--- src/rtl/dmem_arbiter.sv ---
// Two-port arbiter sharing one single-port data memory between the load/store unit (p0) and a debug/DMA master (p1).
// Define DMEM_ARB_STICKY_EN for sticky bursts limited by BURST_MAX; otherwise contended cycles strictly alternate.
module dmem_arbiter #(
    parameter int BURST_MAX = 4
) (
    input  logic        clk,
    input  logic        rst,
    input  logic        p0_req,
    input  logic [31:0] p0_addr,
    input  logic [31:0] p0_wdata,
    input  logic [3:0]  p0_we,
    input  logic        p1_req,
    input  logic [31:0] p1_addr,
    input  logic [31:0] p1_wdata,
    input  logic [3:0]  p1_we,
    output logic        p0_gnt,
    output logic        p1_gnt,
    output logic        p0_rvalid,
    output logic        p1_rvalid,
    output logic [31:0] p0_rdata,
    output logic [31:0] p1_rdata,
    output logic [31:0] mem_addr,
    output logic [31:0] mem_din,
    output logic [3:0]  mem_we,
    input  logic [31:0] mem_dout
);

    logic owner;
    logic tie_port;
    logic any_gnt;
    logic gnt_port;
    logic resp_valid;
    logic resp_port;

    // An out-of-range BURST_MAX shows up as this named block in the elaborated hierarchy.
    if (BURST_MAX < 1 || BURST_MAX > 15) begin : g_burst_max_out_of_range
    end

`ifdef DMEM_ARB_STICKY_EN
    localparam logic [3:0] BURST_LIMIT = 4'(BURST_MAX);

    logic [3:0] burst_cnt;

    // burst_cnt == 0 means no burst has started yet, so the first tie goes to !owner (port 0 after reset).
    always_comb begin
        tie_port = ~owner;
        if (burst_cnt != 4'd0 && burst_cnt < BURST_LIMIT) begin
            tie_port = owner;
        end
    end

    always_ff @(posedge clk or posedge rst) begin
        if (rst) begin
            burst_cnt <= 4'd0;
        end else if (any_gnt) begin
            if (gnt_port != owner) begin
                burst_cnt <= 4'd1;
            end else if (burst_cnt != 4'd15) begin
                burst_cnt <= burst_cnt + 4'd1;
            end
        end
    end
`else
    always_comb begin
        tie_port = ~owner;
    end
`endif

    always_comb begin
        p0_gnt = 1'b0;
        p1_gnt = 1'b0;
        if (p0_req && p1_req) begin
            p0_gnt = ~tie_port;
            p1_gnt = tie_port;
        end else begin
            p0_gnt = p0_req;
            p1_gnt = p1_req;
        end
    end

    assign any_gnt  = p0_gnt | p1_gnt;
    assign gnt_port = p1_gnt;

    // Idle cycles still present p0's address so the memory port never floats, but never write.
    always_comb begin
        mem_addr = p0_addr;
        mem_din  = p0_wdata;
        mem_we   = 4'b0000;
        if (p1_gnt) begin
            mem_addr = p1_addr;
            mem_din  = p1_wdata;
            mem_we   = p1_we;
        end else if (p0_gnt) begin
            mem_we   = p0_we;
        end
    end

    always_ff @(posedge clk or posedge rst) begin
        if (rst) begin
            owner <= 1'b1;
        end else if (any_gnt) begin
            owner <= gnt_port;
        end
    end

    always_ff @(posedge clk or posedge rst) begin
        if (rst) begin
            resp_valid <= 1'b0;
            resp_port  <= 1'b0;
        end else begin
            resp_valid <= any_gnt;
            resp_port  <= gnt_port;
        end
    end

    assign p0_rvalid = resp_valid & ~resp_port;
    assign p1_rvalid = resp_valid & resp_port;
    assign p0_rdata  = mem_dout;
    assign p1_rdata  = mem_dout;

endmodule
--- config.mk ---
export PLATFORM = sky130hd
export DESIGN_NAME = dmem_arbiter
export DESIGN_NICKNAME = d
export VERILOG_FILES = /design/src/rtl/dmem_arbiter.sv
export SDC_FILE = /design/constraint.sdc
export NUM_CORES = 1
export LEC_CHECK = 0
export CAP_MARGIN = 15
export CORE_AREA = 3 3 119 121
export CTS_CLUSTER_SIZE = 12
export DETAILED_ROUTE_END_ITERATION = 7
export DIE_AREA = 0 0 122 124
export PLACE_DENSITY = 0.59
export SLEW_MARGIN = 25
export SYNTH_ARGS = -nofsm -noshare
export SYNTH_HDL_FRONTEND = slang
export SYNTH_SLANG_ARGS = --single-unit
--- constraint.sdc ---
create_clock -name clk -period 1.7 [get_ports clk]
set_input_delay 0.34 -clock clk [delete_from_list [all_inputs] [get_ports clk]]
set_output_delay 0.34 -clock clk [all_outputs]
set_load 0.01 [all_outputs]
==> Word-level counts from Yosys, hierarchy flattened <==
Cells that the tools add are included.
{ "totals": {"wordCells": 15, "in_bits": 172, "register_bits": 3, "out_inout_bits": 136} }
{ "classes": {"n_reduce_logical": 1, "n_mux": 6, "n_bitwise": 5} }
{ "op_table": {"columns": ["op", "n"], "rows": [
  ["32-bit 2-to-1 mux", 2],
  ["4-bit 2-to-1 mux", 2],
  ["1-bit bitwise AND", 2],
  ["1-bit 2-to-1 mux", 2],
  ["1-bit inverter", 2],
  ["1-bit logical AND", 1],
  ["1-bit OR", 1]
]} }

==> Depth between registers and ports, before layout <==
Gate-level depths: netlist (run 1).
{ "logic_depth": {"word_depth": 4, "mapped_depth": 5, "mapped_depth_nobuf": 2} }

==> Least setup slack after synthesis (run 1) <==
OpenSTA, ideal clock, no wires.
{ "synth_path": {"path_kind": "input-to-output", "startpoint": "input port p0_req", "endpoint": "output port mem_addr[30]", "arrival_time_ns": 1.369, "slack_ns": -0.009, "path_buffers": 3, "required_ns": 1.360, "path_stages": 5, "cell_sequence": "buf_2 -> a21boi_4 -> buf_6 -> buf_8 -> mux2_1"} }
{ "synth_via": {"elab_chain_cells": 3} }
{ "synth_lines": {"columns": ["element", "line_no", "source"], "rows": [
  ["from (decl)", "8", "input logic p0_req,"],
  ["1-bit logical AND", "72", "if (p0_req && p1_req) begin"],
  ["1-bit 2-to-1 mux", "72", null],
  ["named net p1_gnt", "17", "output logic p1_gnt,"],
  ["32-bit 2-to-1 mux", "89", "if (p1_gnt) begin"],
  ["to (decl)", "22", "output logic [31:0] mem_addr,"]
]} }
The timed path passes the listed nets, and every way through them passes these cells.

==> Final worst setup path (run 1) <==
{ "layout_path": {"startpoint": "register owner", "endpoint": "output port mem_din[19]"} }
{ "layout_via": {"elab_chain_cells": 3} }
{ "layout_lines": {"columns": ["element", "line_no", "source"], "rows": [
  ["from (decl)", "28", "logic owner;"],
  ["from (signal assigned)", "102", "owner <= gnt_port;"],
  ["1-bit inverter", "65", "tie_port = ~owner;"],
  ["1-bit 2-to-1 mux", "72", null],
  ["32-bit 2-to-1 mux", "89", null],
  ["to (decl)", "23", "output logic [31:0] mem_din,"]
]} }
No other way between the ends.

==> metrics.md, run 1 <==
| Metric | Value |
|---|---|
| Die W | `122 um` |
| Ant diodes | `0` |
| Sequential share of the synthesized area | `0.0521` |
| Max-cap check violation count | `0` |
| Clock Latency Late Sink | `0.23 ns` |
| Yosys top cell by area | `mux2_2` |
| RSZ-0062 raised after global routing | `true` |
| Failing checks | `negative setup slack` |
| Layout cell share with drive strength beyond 1 | `0.514` |
| Max Clock Freq | `483 MHz` |
| Initial Util | `0.111` |
| DIE AREA | `0.0151 mm^2` |
| Critical-path top delay cell | `dfstp_2` |
| Outcome | `complete, but fails checks` |
| Die height | `124 um` |
| Crit path capture type | `primary output` |
| First-pass GRT wire length | `11.4 mm` |
| CTS tree | `built` |
| Worst R2R End | `resp_port$_DFF_PP0_` |
| Cell family with most CP delay | `flip-flops` |
| Total wire length | `8.86 mm` |
| Hold Path Class | `input pin to asynchronous set/reset pin` |
| Vias in the first global route | `1886` |
| Pin count of the biggest net entering global routing | `20` |
| Crit path top cell by count | `buf_12` |
| Int Pwr | `1.28 mW` |
| Synth warn | `0` |
| Reg2reg start | `owner$_DFFE_PP1P_` |
| Setup Skew | `0.00330 ns` |
| Total core area | `0.0132 mm^2` |
| Buffers plus inverters on the worst setup path | `4` |
| DP HPWL | `6.60 mm` |
| Crit Path Max Fanout | `5` |
| Non-Filler Instances | `493` |
| Combinational share of power | `0.736` |
| Cell count after synthesis | `152` |
| CP max stage delay | `0.55 ns` |
| Fin crit share | `1.22` |
| Reg2reg setup slack | `0.43 ns` |
| Vias per Instance | `3.55` |
| Drt first pass iters | `4` |
| Worst slew pin tran | `0.169 ns` |
| Synth top area cells | `mux2_2 (45%), buf_4 (35%), mux2_4 (4.1%)` |
| Gr usage total | `0.102` |
| Worst EP required | `1.36 ns` |
| Worst vdd ir | `0.233 mV` |
| P per Cell Area | `460 mW/mm^2` |
| Clk pin slew, worst setup/hold paths | `0.03 ns` |
| Final Core Density | `0.293` |
| Post-synth top area share | `0.454` |
| Worst setup SP type | `flop` |
| Syn Nets | `324` |
| H-tree lvl count | `1` |
| Cts hold-fix bufs | `0` |
| Switching pwr | `0.494 mW` |
| Rel. slew slack | `0.887` |
| Total gr overflow | `0` |
| Synth Area per Inst | `9.63 um^2` |
| CTS Buffer Depth | `2` |
| Final ANT Viol Nets | `0` |
| Final WS setup | `-0.371 ns` |
| CTS buffer count | `3` |
| Minimum clock period | `2.07 ns` |
| Crit path cell chain | `a21boi_4 -> buf_12 -> buf_12 -> buf_16 -> mux2_4 -> buf_6` |
| Fin. max-slew vios | `0` |
| Switching Share | `0.278` |
| WP data arrival | `1.73 ns` |
| Initial antenna violation count | `0` |
| Synthesized flop and latch total | `3` |
| Row Count | `42` |
| Lkg Pwr | `1.63 nW` |
| Crit Path Class | `flop to primary output` |
| I/O pin count | `308` |
| Vias | `1751` |
| Setup WS pre-CTS | `-0.907 ns` |
| Clock share of power | `0.215` |
| Layout Nets | `490` |
| Count of unique library cells instantiated by Yosys | `18` |
| CTS Root Cell | `clkbuf_16` |
| Placed Cells incl. Taps | `472` |
| Clock Sinks | `3` |
| Final Hold Fails | `0` |
| Setup_tns | `-19.70 ns` |
| Synthesized cell area | `0.00146 mm^2` |
| Area Growth Syn to Fin | `164%` |
| Initial DRC Count | `23` |
| Port-buffer cells | `211` |
| Post-DR wirelength/cell | `18.0 um` |
| Routability cong. | `0.748` |
| Drt drc | `0` |
| Seq pwr share | `0.049` |
| Final setup violation count | `68` |
| Reg2Reg Depth | `5` |
-- final cells by class --
cell class	count	area [um^2]
clock buffers	4	78.8
flip-flops and latches	3	76.3
fillers	1391	9330
well taps	176	220
inverters	1	3.75
repair buffers	233	2550
multi-input cells	76	932
-- metal layers --
layer	GRT usage	share of wire
met1	0.0995	0.35
met5	0	0
met4	0.0329	0.017
met3	0.0318	0.11
met2	0.202	0.53
-- sequential cells by signal, indices dropped and copies added, names as in the netlist --
register	flops
owner	1
resp_port	1
resp_valid	1
-- synth_stat cells --
cell type  number
buf_4          69
nor2_1          1
buf_6           1
dfrtp_1         2
a32o_1          4
buf_2           1
nand2b_1        1
inv_1           1
or2_2           1
a21boi_4        1
buf_8           1
dfstp_2         1
and2_1          2
mux2_1          1
mux2_4          4
nor2b_1         1
a21oi_1         1
mux2_2         59
-- worst reg2reg max path: cells and delay by family (launching register included) --
| kind | cells | cell delay, ns |
|---|---|---|
| buffers and inverters | 4 | 0.52 |
| AOI/OAI and AO/OA | 1 | 0.07 |
| DFF | 1 | 0.55 |
-- cells in the final DEF, fill, tap and decap left out, types with 2 or more instances in the layout --
cell type        Yosys  layout
a32o_1               4       4
and2_1               2       2
buf_12               0       4
buf_16               0       6
buf_2                1       5
buf_4               69       6
buf_6                1      66
clkbuf_16            0       5
clkbuf_2             0       2
clkdlybuf4s15_1      0       2
clkdlybuf4s50_1      0     138
dfrtp_1              2       2
mux2_2              59      36
mux2_4               4      28
-- worst max-delay path by stage --
stage | start | slack [ns] | cells past startpoint | endpoint
floorplan | p0_req | 0.02 | 5 | mem_addr[30]
global placement | p1_req | -0.89 | 5 | mem_din[26]
detailed placement | p1_req | -0.91 | 5 | mem_din[19]
CTS | owner$_DFFE_PP1P_ | -0.43 | 7 | mem_addr[27]
global route | owner$_DFFE_PP1P_ | -0.40 | 6 | mem_din[19]
finish | owner$_DFFE_PP1P_ | -0.37 | 6 | mem_din[19]
-- power groups by stage --
stage | clock [mW] | combinational, mW | sequential (mW)
after detailed placement | 0 | 1.06 | 0.0874
after global routing | 0.397 | 1.38 | 0.0876
after floorplan | 0 | 0.525 | 0.0876
after CTS | 0.386 | 1.23 | 0.0866
final | 0.381 | 1.31 | 0.0870
after global placement | 0 | 1.07 | 0.0875
-- repair_timing --
item | 4_1_cts | 5_1_grt
gates resized for setup | 295 | 91
setup buffers | 8 | 2
cloned | 6 | 3
pin swaps | 2 | 2
setup endpoints to repair | 70 | 70
-- cells by family after synthesis --
kind of cell | share of synthesized area
flip-flops | 0.0521
multiplexers | 0.503
buffers and inverters | 0.378
AND/OR/NAND/NOR | 0.0239
AO/OA/AOI/OAI | 0.0436
-- through the flow --
| stage | total power, mW | cell area, um^2 | hold WS, ns |
|---|---|---|---|
| floorplan | 0.613 | 1460 | 0.0929 |
| global placement | 1.15 | 3310 | 0.533 |
| detailed placement | 1.15 | 3310 | 0.526 |
| CTS | 1.71 | 3710 | 0.295 |
| global route | 1.87 | 3860 | 0.317 |
| finish | 1.78 | 3860 | 0.291 |
No activity file was read; power rests on OpenSTA's default activity.
==> run 2: changes to the inputs <==
--- a/config.mk
+++ b/config.mk
@@ -7,7 +7,7 @@
 export LEC_CHECK = 0
 export CAP_MARGIN = 15
 export CORE_AREA = 3 3 119 121
-export CTS_CLUSTER_SIZE = 12
+export CTS_CLUSTER_SIZE = 20
 export DETAILED_ROUTE_END_ITERATION = 7
 export DIE_AREA = 0 0 122 124
 export PLACE_DENSITY = 0.59
==> results of run 2 <==
Final layout, timing and power as in run 1 (identical DEF).
==> run 3: changes to the inputs <==
--- a/config.mk
+++ b/config.mk
@@ -5,12 +5,13 @@
 export SDC_FILE = /design/constraint.sdc
 export NUM_CORES = 1
 export LEC_CHECK = 0
+export ABC_AREA = 1
 export CAP_MARGIN = 15
-export CORE_AREA = 3 3 119 121
+export CORE_AREA = 3 3 118 120
 export CTS_CLUSTER_SIZE = 20
 export DETAILED_ROUTE_END_ITERATION = 7
-export DIE_AREA = 0 0 122 124
-export PLACE_DENSITY = 0.59
+export DIE_AREA = 0 0 121 123
+export PLACE_DENSITY = 0.61
 export SLEW_MARGIN = 25
 export SYNTH_ARGS = -nofsm -noshare
 export SYNTH_HDL_FRONTEND = slang
==> run 3 against run 2 <==
The run still ends with negative setup slack left. Register-to-register slack got worse by 0.11 ns. Combinational power decreased by 4%. Sequential share of layout area about the same. Non-clock buffer count increased by 2. First-iteration DRC count increased to 3.3 times the previous value. Utilization decreased by 0.36 points. Clock skew decreased by 0.0032 ns. Clock-buffer cell count unchanged. Critical path depth increased by 1. Highest routed layer unchanged.
==> metrics.md, run 3 <==
| Metric | Value |
|---|---|
| Dominant cell by count in the synthesized netlist | `nand2_1 (was buf_4)` |
| Vias per Instance | `4.00 (was 3.55)` |
| Rel. slew slack | `0.780 (was 0.887)` |
| Synth top cells by count | `nand2_1 (137), nand3_1 (72), buf_4 (64), clkbuf_1 (8), buf_2 (7) (was buf_4 (69), mux2_2 (59), a32o_1 (4), mux2_4 (4))` |
| First-pass GRT wire length | `12.5 mm (was 11.4 mm)` |
| Initial Util | `0.122 (was 0.111)` |
| Reg2Reg Depth | `7 (was 5)` |
| Setup Skew | `0.0000693 ns (was 0.00330 ns)` |
| Hold Path Class | `input pin to asynchronous set/reset pin (unchanged)` |
| Sequential share of the synthesized area | `0.0477 (was 0.0521)` |
| Initial antenna violation count | `0 (unchanged)` |
| Number of synthesized flops with an enable pin | `0 (unchanged)` |
| Cell count after synthesis | `307 (was 152)` |
| Simple-gate share of the synthesized area | `0.553 (was 0.0239)` |
| Total wire length | `9.18 mm (was 8.86 mm)` |
| Final setup violation count | `55 (was 68)` |
| Most common cell after layout, fill and taps aside | `clkdlybuf4s50_1 (unchanged)` |
| Post-DR wirelength/cell | `14.4 um (was 18.0 um)` |
| Final Hold Fails | `0 (unchanged)` |
| Setup WS pre-CTS | `-0.675 ns (was -0.907 ns)` |
| Post-Synth XOR/XNOR Area | `0 (unchanged)` |
| Top flop regs | `owner: 1 flops, resp_port: 1 flops, resp_valid: 1 flops (unchanged)` |
| Lkg Pwr | `1.86 nW (was 1.63 nW)` |
| Outcome | `complete, but fails checks (unchanged)` |
| Fillers | `1438 (was 1391)` |
| I/O pin count | `308 (unchanged)` |
| Worst setup SP type | `flop (unchanged)` |
| Final ANT Viol Nets | `0 (unchanged)` |
| CTS Buffer Depth | `2 (unchanged)` |
| Post-Synth Adder-Cell Area | `0 (unchanged)` |
| Fin crit share | `1.07 (was 1.22)` |
| Area Growth Syn to Fin | `136% (was 164%)` |
| Crit Path Class | `flop to primary output (unchanged)` |
| H-tree lvl count | `1 (unchanged)` |
| Worst EP required | `1.36 ns (about the same)` |
| CTS tree | `built (unchanged)` |
| RSZ-0062 raised after global routing | `true (unchanged)` |
| DP HPWL | `6.62 mm (was 6.60 mm)` |
| P per Cell Area | `455 mW/mm^2 (was 460 mW/mm^2)` |
| Cts hold-fix bufs | `0 (unchanged)` |
| Syn Nets | `479 (was 324)` |
| Max Clock Freq | `548 MHz (was 483 MHz)` |
| Final Cell Area | `0.00378 mm^2 (was 0.00386 mm^2)` |
| CTS buffer count | `3 (unchanged)` |
| Final hold slack | `0.292 ns (was 0.291 ns)` |
| Post-synthesis mux area share | `0 (was 0.503)` |
| Ant diodes | `0 (unchanged)` |
| Clock Latency Late Sink | `0.22 ns (was 0.23 ns)` |
| Failing checks | `negative setup slack (unchanged)` |
| Worst slew pin tran | `0.330 ns (was 0.169 ns)` |
| Fin. max-slew vios | `0 (unchanged)` |
| Post-synth top area share | `0.321 (was 0.454)` |
| Die height | `123 um (was 124 um)` |
| Fraction of registers with async set/reset | `1.00 (unchanged)` |
| Multi-input logic area | `0.00114 mm^2 (was 932 um^2)` |
| Minimum clock period | `1.83 ns (was 2.07 ns)` |
| Crit path cell chain | `nand2_4 -> nand2_8 -> buf_12 -> buf_12 -> nand2_1 -> nand2_2 -> buf_6 (was a21boi_4 -> buf_12 -> buf_12 -> buf_16 -> mux2_4 -> buf_6)` |
| Layout cell share with drive strength beyond 1 | `0.337 (was 0.514)` |
| Crit Path Max Fanout | `8 (was 5)` |
| Total core area | `0.0131 mm^2 (was 0.0132 mm^2)` |
| Max-cap check violation count | `0 (unchanged)` |
| Die W | `121 um (was 122 um)` |
| Crit path top cell by count | `buf_12 (unchanged)` |
| Port-buffer cells | `211 (unchanged)` |
| Layout Nets | `633 (was 490)` |
| Pin count of the biggest net entering global routing | `37 (was 20)` |
| Top_reg_cell synth | `dfrtp_1 (unchanged)` |
| Drt drc | `0 (unchanged)` |
| Critical-path top delay cell | `dfstp_2 (unchanged)` |
| Clock Sinks | `3 (unchanged)` |
| Synthesized flop and latch total | `3 (unchanged)` |
| Vias in the first global route | `2401 (was 1886)` |
| Synthesized cell area | `0.00160 mm^2 (was 0.00146 mm^2)` |
| Row Count | `42 (unchanged)` |
| DIE AREA | `0.0149 mm^2 (was 0.0151 mm^2)` |
| WP data arrival | `1.49 ns (was 1.73 ns)` |
| Final Core Density | `0.289 (was 0.293)` |
| CP max stage delay | `0.55 ns (about the same)` |
| Crit path capture type | `primary output (unchanged)` |
| Compound-gate portion of the synthesized area | `0.00469 (was 0.0436)` |
| Initial DRC Count | `75 (was 23)` |
| Clk pin slew, worst setup/hold paths | `0.03 ns (about the same)` |
| Worst vdd ir | `0.285 mV (was 0.233 mV)` |
| Setup_tns | `-4.86 ns (was -19.70 ns)` |
| Area of all sequential standard cells | `76.3 um^2 (unchanged)` |
| Final WS setup | `-0.126 ns (was -0.371 ns)` |
| Gr usage total | `0.105 (was 0.102)` |
| Total gr overflow | `0 (unchanged)` |
| CTS Root Cell | `clkbuf_16 (unchanged)` |
| Most frequent cells in the layout | `clkdlybuf4s50_1 (139), nand2_1 (89), nand3_1 (66) (was clkdlybuf4s50_1 (138), buf_6 (66), mux2_2 (36))` |
| Yosys top cell by area | `nand2_1 (was mux2_2)` |
| Synth warn | `0 (unchanged)` |
| Drt first pass iters | `4 (unchanged)` |
| Largest family of logic cells by synthesized area | `simple AND/OR/NAND/NOR gates (was multiplexers)` |
| Vias | `2541 (was 1751)` |
| Placed Area | `0.00346 mm^2 (was 0.00331 mm^2)` |
| Synth Area per Inst | `5.21 um^2 (was 9.63 um^2)` |
| Routability cong. | `0.727 (was 0.748)` |
| Count of unique library cells instantiated by Yosys | `13 (was 18)` |
| Synth top area cells | `nand2_1 (32%), buf_4 (30%), nand3_1 (23%) (was mux2_2 (45%), buf_4 (35%), mux2_4 (4.1%))` |
==> run 3: cell count changes after synthesis, moves of 4 or more <==
| cell | previous run | this run |
|---|---|---|
| nand3_1 | 0 | 72 |
| mux2_4 | 4 | 0 |
| buf_4 | 69 | 64 |
| a32o_1 | 4 | 0 |
| buf_6 | 1 | 5 |
| mux2_2 | 59 | 0 |
| clkbuf_1 | 0 | 8 |
| inv_1 | 1 | 6 |
| buf_2 | 1 | 7 |
| nand2_1 | 0 | 137 |
==> run 3: critical path: cells and delay by family (launching register included) <==
family | cells | cell delay, ns
flops | 1 | 0.55
simple gates | 4 | 0.35
buf+inv | 3 | 0.36
==> run 3: layout make-up <==
| cell class | count | share of cell area |
|---|---|---|
| Tap cell | 176 | 0.0582 |
| Clock buffer | 4 | 0.0208 |
| Sequential cell | 3 | 0.0202 |
| Multi-Input combinational cell | 212 | 0.302 |
| Timing Repair Buffer | 235 | 0.591 |
| Inverter | 6 | 0.00728 |
==> run 3: cell families after synthesis <==
group                  count (synthesis)
AOI/OAI and AO/OA                      1
buffers and inverters                 92
DFF                                    3
and+or+nand+nor                      211
==> run 3: where the power goes <==
| group | total (mW) | switching [mW] | leakage [nW] | internal, mW |
|---|---|---|---|---|
| clock | 0.369 | 0.0597 | 0.0382 | 0.309 |
| combinational | 1.26 | 0.553 | 1.79 | 0.708 |
| sequential | 0.0890 | 0.00617 | 0.0340 | 0.0829 |
==> run 3: worst paths after layout <==
kind                                   endpoint  slack [ns]         startpoint
max in group asynchronous     owner$_DFFE_PP1P_        1.20                rst
min                         resp_port$_DFF_PP0_        0.29                rst
max reg2reg                resp_valid$_DFF_PP0_        0.32  owner$_DFFE_PP1P_
min reg2reg                   owner$_DFFE_PP1P_        0.70  owner$_DFFE_PP1P_
max                                mem_addr[13]       -0.13  owner$_DFFE_PP1P_
min in group clk           resp_valid$_DFF_PP0_        0.65             p1_req
==> run 3: repair_timing <==
| action | 4_1_cts | 5_1_grt |
|---|---|---|
| setup buffers | 9 | 0 |
| cloned | 4 | 3 |
| pin swaps | 2 | 6 |
| endpoints found under the setup margin | 70 | 70 |
| resized for setup | 281 | 90 |
==> run 3: per-layer routing <==
| metal | GRT usage | share of wire |
|---|---|---|
| met1 | 0.113 | 0.35 |
| met2 | 0.196 | 0.51 |
| met3 | 0.0274 | 0.11 |
| met4 | 0.0390 | 0.032 |
| met5 | 0 | 0 |
==> run 3: metrics by stage <==
stage	total power, mW	instances
2_1_floorplan	0.644	307
3_3_place_gp	1.24	619
3_5_place_dp	1.25	619
4_1_cts	1.62	635
5_1_grt	1.84	636
6_report	1.72	636
